==> src/rtl/seg7_pkg.sv <==
// Shared definitions for the 7-segment display scanner.
// Holds the active-low hex segment table, blank/off constants and the digit index type.
package seg7_pkg;

    // Digit position 0..3, 0 = rightmost digit.
    typedef logic [1:0] digit_idx_t;

    localparam logic [6:0] SEG_BLANK = 7'h7F;
    localparam logic [3:0] DIGIT_OFF = 4'hF;

    // Active-low {g,f,e,d,c,b,a} patterns for hex digits 0..F.
    localparam logic [6:0] SEG_TABLE [0:15] = '{
        7'h40, 7'h79, 7'h24, 7'h30,
        7'h19, 7'h12, 7'h02, 7'h78,
        7'h00, 7'h10, 7'h08, 7'h03,
        7'h46, 7'h21, 7'h06, 7'h0E
    };

endpackage

==> src/rtl/seg7_display_scanner_hex_to_seg7.sv <==
// Combinational hex nibble to active-low 7-segment pattern decoder.
// Ports: nibble_in (4-bit hex digit), seg_out (7-bit {g,f,e,d,c,b,a}, active-low).
module hex_to_seg7
    import seg7_pkg::*;
(
    input  logic [3:0] nibble_in,
    output logic [6:0] seg_out
);

    assign seg_out = SEG_TABLE[nibble_in];

endmodule

==> src/rtl/seg7_display_scanner.sv <==
// Multiplexed 4-digit common-anode hex display scanner with per-frame snapshot.
// Ports: CLK, RESET (async high), VALUE_IN[15:0], DP_IN[3:0] in;
// SEG_OUT[6:0], DP_OUT, DIGIT_SEL_OUT[3:0] out (all active-low).
module seg7_display_scanner
    import seg7_pkg::*;
#(
    parameter int unsigned REFRESH_DIV   = 100000,
    parameter bit          BLANK_LEADING = 1'b0
)
(
    input  logic        CLK,
    input  logic        RESET,
    input  logic [15:0] VALUE_IN,
    input  logic [3:0]  DP_IN,
    output logic [6:0]  SEG_OUT,
    output logic        DP_OUT,
    output logic [3:0]  DIGIT_SEL_OUT
);

    localparam int unsigned PW = $clog2(REFRESH_DIV);
    localparam logic [PW-1:0] PRE_LAST = PW'(REFRESH_DIV - 1);

    logic [PW-1:0] pre_q, pre_d;
    digit_idx_t    idx_q, idx_d;
    logic [15:0]   snap_val_q, snap_val_d;
    logic [3:0]    snap_dp_q, snap_dp_d;
    logic          upd_q, upd_d;
    logic [6:0]    seg_q, seg_d;
    logic          dp_q, dp_d;
    logic [3:0]    sel_q, sel_d;

    logic          strobe;
    logic [3:0]    nibble;
    logic          blank;
    logic [6:0]    dec_seg;

    hex_to_seg7 u_dec (
        .nibble_in (nibble),
        .seg_out   (dec_seg)
    );

    assign strobe = (pre_q == PRE_LAST);

    // Prescaler, scan index and frame snapshot.
    always_comb begin
        pre_d      = pre_q + PW'(1);
        idx_d      = idx_q;
        snap_val_d = snap_val_q;
        snap_dp_d  = snap_dp_q;
        // Outputs follow one cycle behind the index change.
        upd_d      = strobe;
        if (strobe) begin
            pre_d = '0;
            idx_d = idx_q + digit_idx_t'(1);
            // Capture only at frame start so a frame never mixes two values.
            if (idx_q == digit_idx_t'(3)) begin
                snap_val_d = VALUE_IN;
                snap_dp_d  = DP_IN;
            end
        end
    end

    // Nibble select and leading-zero blanking for the current digit.
    always_comb begin
        nibble = snap_val_q[3:0];
        blank  = 1'b0;
        unique case (idx_q)
            2'd0: begin
                nibble = snap_val_q[3:0];
            end
            2'd1: begin
                nibble = snap_val_q[7:4];
                blank  = (snap_val_q[15:4] == 12'h000);
            end
            2'd2: begin
                nibble = snap_val_q[11:8];
                blank  = (snap_val_q[15:8] == 8'h00);
            end
            2'd3: begin
                nibble = snap_val_q[15:12];
                blank  = (snap_val_q[15:12] == 4'h0);
            end
        endcase
        if (!BLANK_LEADING) begin
            blank = 1'b0;
        end
    end

    // Registered outputs, held between updates.
    always_comb begin
        seg_d = seg_q;
        dp_d  = dp_q;
        sel_d = sel_q;
        if (upd_q) begin
            seg_d = blank ? SEG_BLANK : dec_seg;
            dp_d  = ~snap_dp_q[idx_q];
            sel_d = ~(4'b0001 << idx_q);
        end
    end

    always_ff @(posedge CLK or posedge RESET) begin
        if (RESET) begin
            pre_q      <= '0;
            idx_q      <= digit_idx_t'(3);
            snap_val_q <= '0;
            snap_dp_q  <= '0;
            upd_q      <= 1'b0;
            seg_q      <= SEG_BLANK;
            dp_q       <= 1'b1;
            sel_q      <= DIGIT_OFF;
        end else begin
            pre_q      <= pre_d;
            idx_q      <= idx_d;
            snap_val_q <= snap_val_d;
            snap_dp_q  <= snap_dp_d;
            upd_q      <= upd_d;
            seg_q      <= seg_d;
            dp_q       <= dp_d;
            sel_q      <= sel_d;
        end
    end

    assign SEG_OUT       = seg_q;
    assign DP_OUT        = dp_q;
    assign DIGIT_SEL_OUT = sel_q;

endmodule

==> config.mk <==
export PLATFORM = sky130hd
export DESIGN_NAME = seg7_display_scanner
export DESIGN_NICKNAME = d
export VERILOG_FILES = /design/src/rtl/seg7_pkg.sv /design/src/rtl/seg7_display_scanner_hex_to_seg7.sv /design/src/rtl/seg7_display_scanner.sv
export SDC_FILE = /design/constraint.sdc
export NUM_CORES = 1
export LEC_CHECK = 0
export CAP_MARGIN = 20
export CORE_MARGIN = 3
export CORE_UTILIZATION = 50
export CTS_CLUSTER_SIZE = 30
export DETAILED_ROUTE_END_ITERATION = 12
export GPL_TIMING_DRIVEN = 0
export PLACE_DENSITY = 0.85
export SYNTH_ARGS = -nofsm -noshare
export SYNTH_HDL_FRONTEND = slang
export SYNTH_SLANG_ARGS = --single-unit
==> constraint.sdc <==
create_clock -name CLK -period 3.05 [get_ports CLK]
set_input_delay 0.915 -clock CLK [delete_from_list [all_inputs] [get_ports CLK]]
set_output_delay 0.915 -clock CLK [all_outputs]
set_load 0.02 [all_outputs]
==> results_dict.tcl <==
set metrics [dict create \
    drc_errors 0 \
    post_dp_cell_area_um2 3067 \
    core_um2 4911 \
    final_area_um2 3163 \
    die_x_um 78.56 \
    drv_slew 0 \
    hold_viol_final 0 \
    r2r_start "idx_q[0]" \
    routed_via_density 5.567 \
    htreeDepth 2 \
    cts.path.max_buffers 2 \
    grt_pass1_vias 1873 \
    num_rows 25 \
    cts_tree "yes" \
    ir_drop_mv 0.2219 \
    ant_nets 0 \
    start_kind "flop" \
    grt_pass1_wl_um 9052 \
    dp_hpwl_um 3744 \
    finalCritPeriodShare_pct 90.28 \
    wl_um 5219 \
    syn-instance-count 217 \
    min_path_type "reg -> reg" \
    power.leakage_nw 1.400 \
    fin_skew_ns 0.007303 \
    synth_top_area_cell "dfrtp_1" \
    max_freq_ghz 0.3632 \
    crit_slowest_cell "o2bb2ai_1" \
    ios 34 \
    area_delta_synth_final_pct 20.15 \
    die_h_um 78.56 \
    start_util_pct 53.61 \
    numCtsBuffers 5 \
    async_reset_ff_share_pct 100.0 \
    cts_sinks 52 \
    avgSynthCellArea_um2 12.13 \
    synthFlopType "dfrtp_1" \
    fin_setup_tns_ns 0 \
    grtUsageTotal_pct 18.84 \
    dieArea_um2 6172 \
    wl_per_cell_um 16.01 \
    syn_area_um2 2633 \
    r2r_cells 10 \
    path_depth 10 \
    fin_nets 292 \
    overflow 0 \
    critPathArrivalTime_ns 2.97 \
    crit_fanout 9 \
    place.gp.congestion 0.8093 \
    crit_family "compound AO/OA/AOI/OAI gates" \
    drt_first_pass_iters 5 \
    cp-endpoint "SEG_OUT[3]" \
    clk_pin_slew_ns 0.09 \
    antenna_found_initial 0 \
    regArea_um2 1319 \
    crit_chain "inv_1, ha_1, clkinv_1, o2bb2ai_1, inv_1, ha_1, inv_1, a211oi_1, a2111oi_0, a211oi_1" \
    synth_edf_count 0 \
    r2r-end "SEG_OUT[3]" \
    num_antenna_cells 0 \
    final_util_pct 64.41 \
    numPortBuffers 33 \
    multiInputGateArea_um2 1244 \
    max_cap_viol_count 0 \
    ys_warn_count 0 \
    grt_max_degree 39 \
    yosysSeqAreaShare_pct 50.10 \
    via_count 1815 \
    clk_latency_ns 0.31 \
    drive_gt1_share_pct 20.85 \
    power_density_nw_per_um2 381.1 \
    crit_start "idx_q[0]" \
    tightest_slew_ns 0.7178 \
    synth_fp_nets 251 \
    cp.required_ns 3.27 \
    design_power_total_mw 1.205 \
    ys_seq_elements 52 \
    ys_types 50 \
    yosys-top-cells-area "dfrtp_1 36%, dfstp_2 14%, mux2_4 11%" \
    status "completed" \
    fill_cells 398 \
    post_cts_buffers 0 \
    slowest_delay_ns 0.51 \
    regToRegSetupSlack_ns 0.30 \
    endpoint_kind "flop" \
    grt_setup_unrepaired "no" \
    drt_iter0_drc 88 \
    crit_type "reg -> reg" \
    min_period_ns 2.753 \
    setup_viol 0 \
    path_buf_inv 4 \
    synth_top_area_share_pct 36.12 \
    slew_headroom_pct 50.78 \
    cts-root-buf "clkbuf_8" \
    path_common_cell "inv_1" \
]
-- kinds of logic (layout without fill, tap and decap cells) --
logic type                 count (synthesis)  count (layout)  synth area share, %
and+or+nand+nor                           56              56                11.69
adders and majority gates                 12              12                5.703
xor gates and xnor gates                  12              12                3.992
muxes                                     28              28                15.02
DFF                                       52              52                50.09
buffers and inverters                     16              58                2.898
AOI/OAI and AO/OA                         41              41                10.60
-- cell usage after synthesis, types with 2 or more instances --
master / n
ha_1: 12
and3_1: 3
inv_1: 9
a31oi_1: 2
nor2b_1: 4
a21oi_1: 13
xnor2_1: 8
a222oi_1: 2
a22oi_1: 2
nand3_1: 7
o21ai_0: 5
mux2_2: 2
a211oi_1: 3
dfrtp_1: 38
a2111oi_0: 2
nor2_1: 18
dfstp_2: 14
xor2_1: 4
or3_1: 4
nand4_1: 3
buf_6: 2
mux2_4: 20
mux2i_1: 5
nor3_1: 3
o2bb2ai_1: 2
nand2_1: 6
-- worst min path at each step --
| stage | start | to | cells after the start |
|---|---|---|---|
| after global placement | pre_q[0] | pre_q[0] | 1 |
| after detailed placement | pre_q[0] | pre_q[0] | 1 |
| final | pre_q[0] | pre_q[0] | 1 |
| after global routing | DIGIT_SEL_OUT[1] | DIGIT_SEL_OUT[1] | 2 |
| after floorplan | pre_q[13] | pre_q[13] | 1 |
| after CTS | pre_q[0] | pre_q[0] | 1 |
-- cells in the final DEF (no fill, tap or decap), types with 4 or more instances in the layout --
cell	n
dfrtp_1	38
clkdlybuf4s50_1	33
mux2_4	20
nor2_1	18
dfstp_2	14
a21oi_1	13
ha_1	12
inv_1	8
xnor2_1	8
nand3_1	7
nand2_1	6
clkbuf_8	6
mux2i_1	5
o21ai_0	5
nor2b_1	4
or3_1	4
xor2_1	4
-- report_power, final --
part           total (mW)  internal [mW]  switching (mW)
sequential          0.712          0.703         0.00829
clock               0.402          0.185           0.216
combinational      0.0918         0.0535          0.0383
-- metrics by stage --
stage | hold slack [ns] | setup WS [ns] | instances
2_1_floorplan | 0.4529 | 0.7541 | 217
3_3_place_gp | 0.4731 | 0.005683 | 317
3_5_place_dp | 0.4775 | 0.2714 | 318
4_1_cts | 0.4898 | 0.2700 | 326
5_1_grt | 0.5114 | 0.02818 | 326
6_report | 0.4849 | 0.2966 | 326
-- registers in the layout, summed over array words and instances, names as in the netlist --
name	flops
DIGIT_SEL_OUT	4
DP_OUT	1
SEG_OUT	7
idx_q	2
pre_q	17
snap_dp_q	4
snap_val_q	16
upd_q	1
-- routing by layer --
layer | share of wire, % | vias up | global-route usage [%]
met1 | 45 | 901 | 23.72
li1 | - | 865 | -
met5 | 0 | - | 0
met2 | 50 | 42 | 31.83
met4 | 1.6 | 0 | 6.818
met3 | 3.6 | 7 | 4.014
-- repair_timing --
action	CTS	global route
endpoints found under the setup margin	0	2
hold buffers	0	0
gates resized for setup	0	1
-- layout make-up --
class                      count  share of cell area, %
tap                           67                  2.650
timing repair buffer          34                  11.08
multi-input combinational    149                  39.32
buffer                         5                  1.108
clock buffer                   8                  2.848
sequential                    52                  41.69
inverter                      11                  1.305
Power figures use the tool's default switching activity.
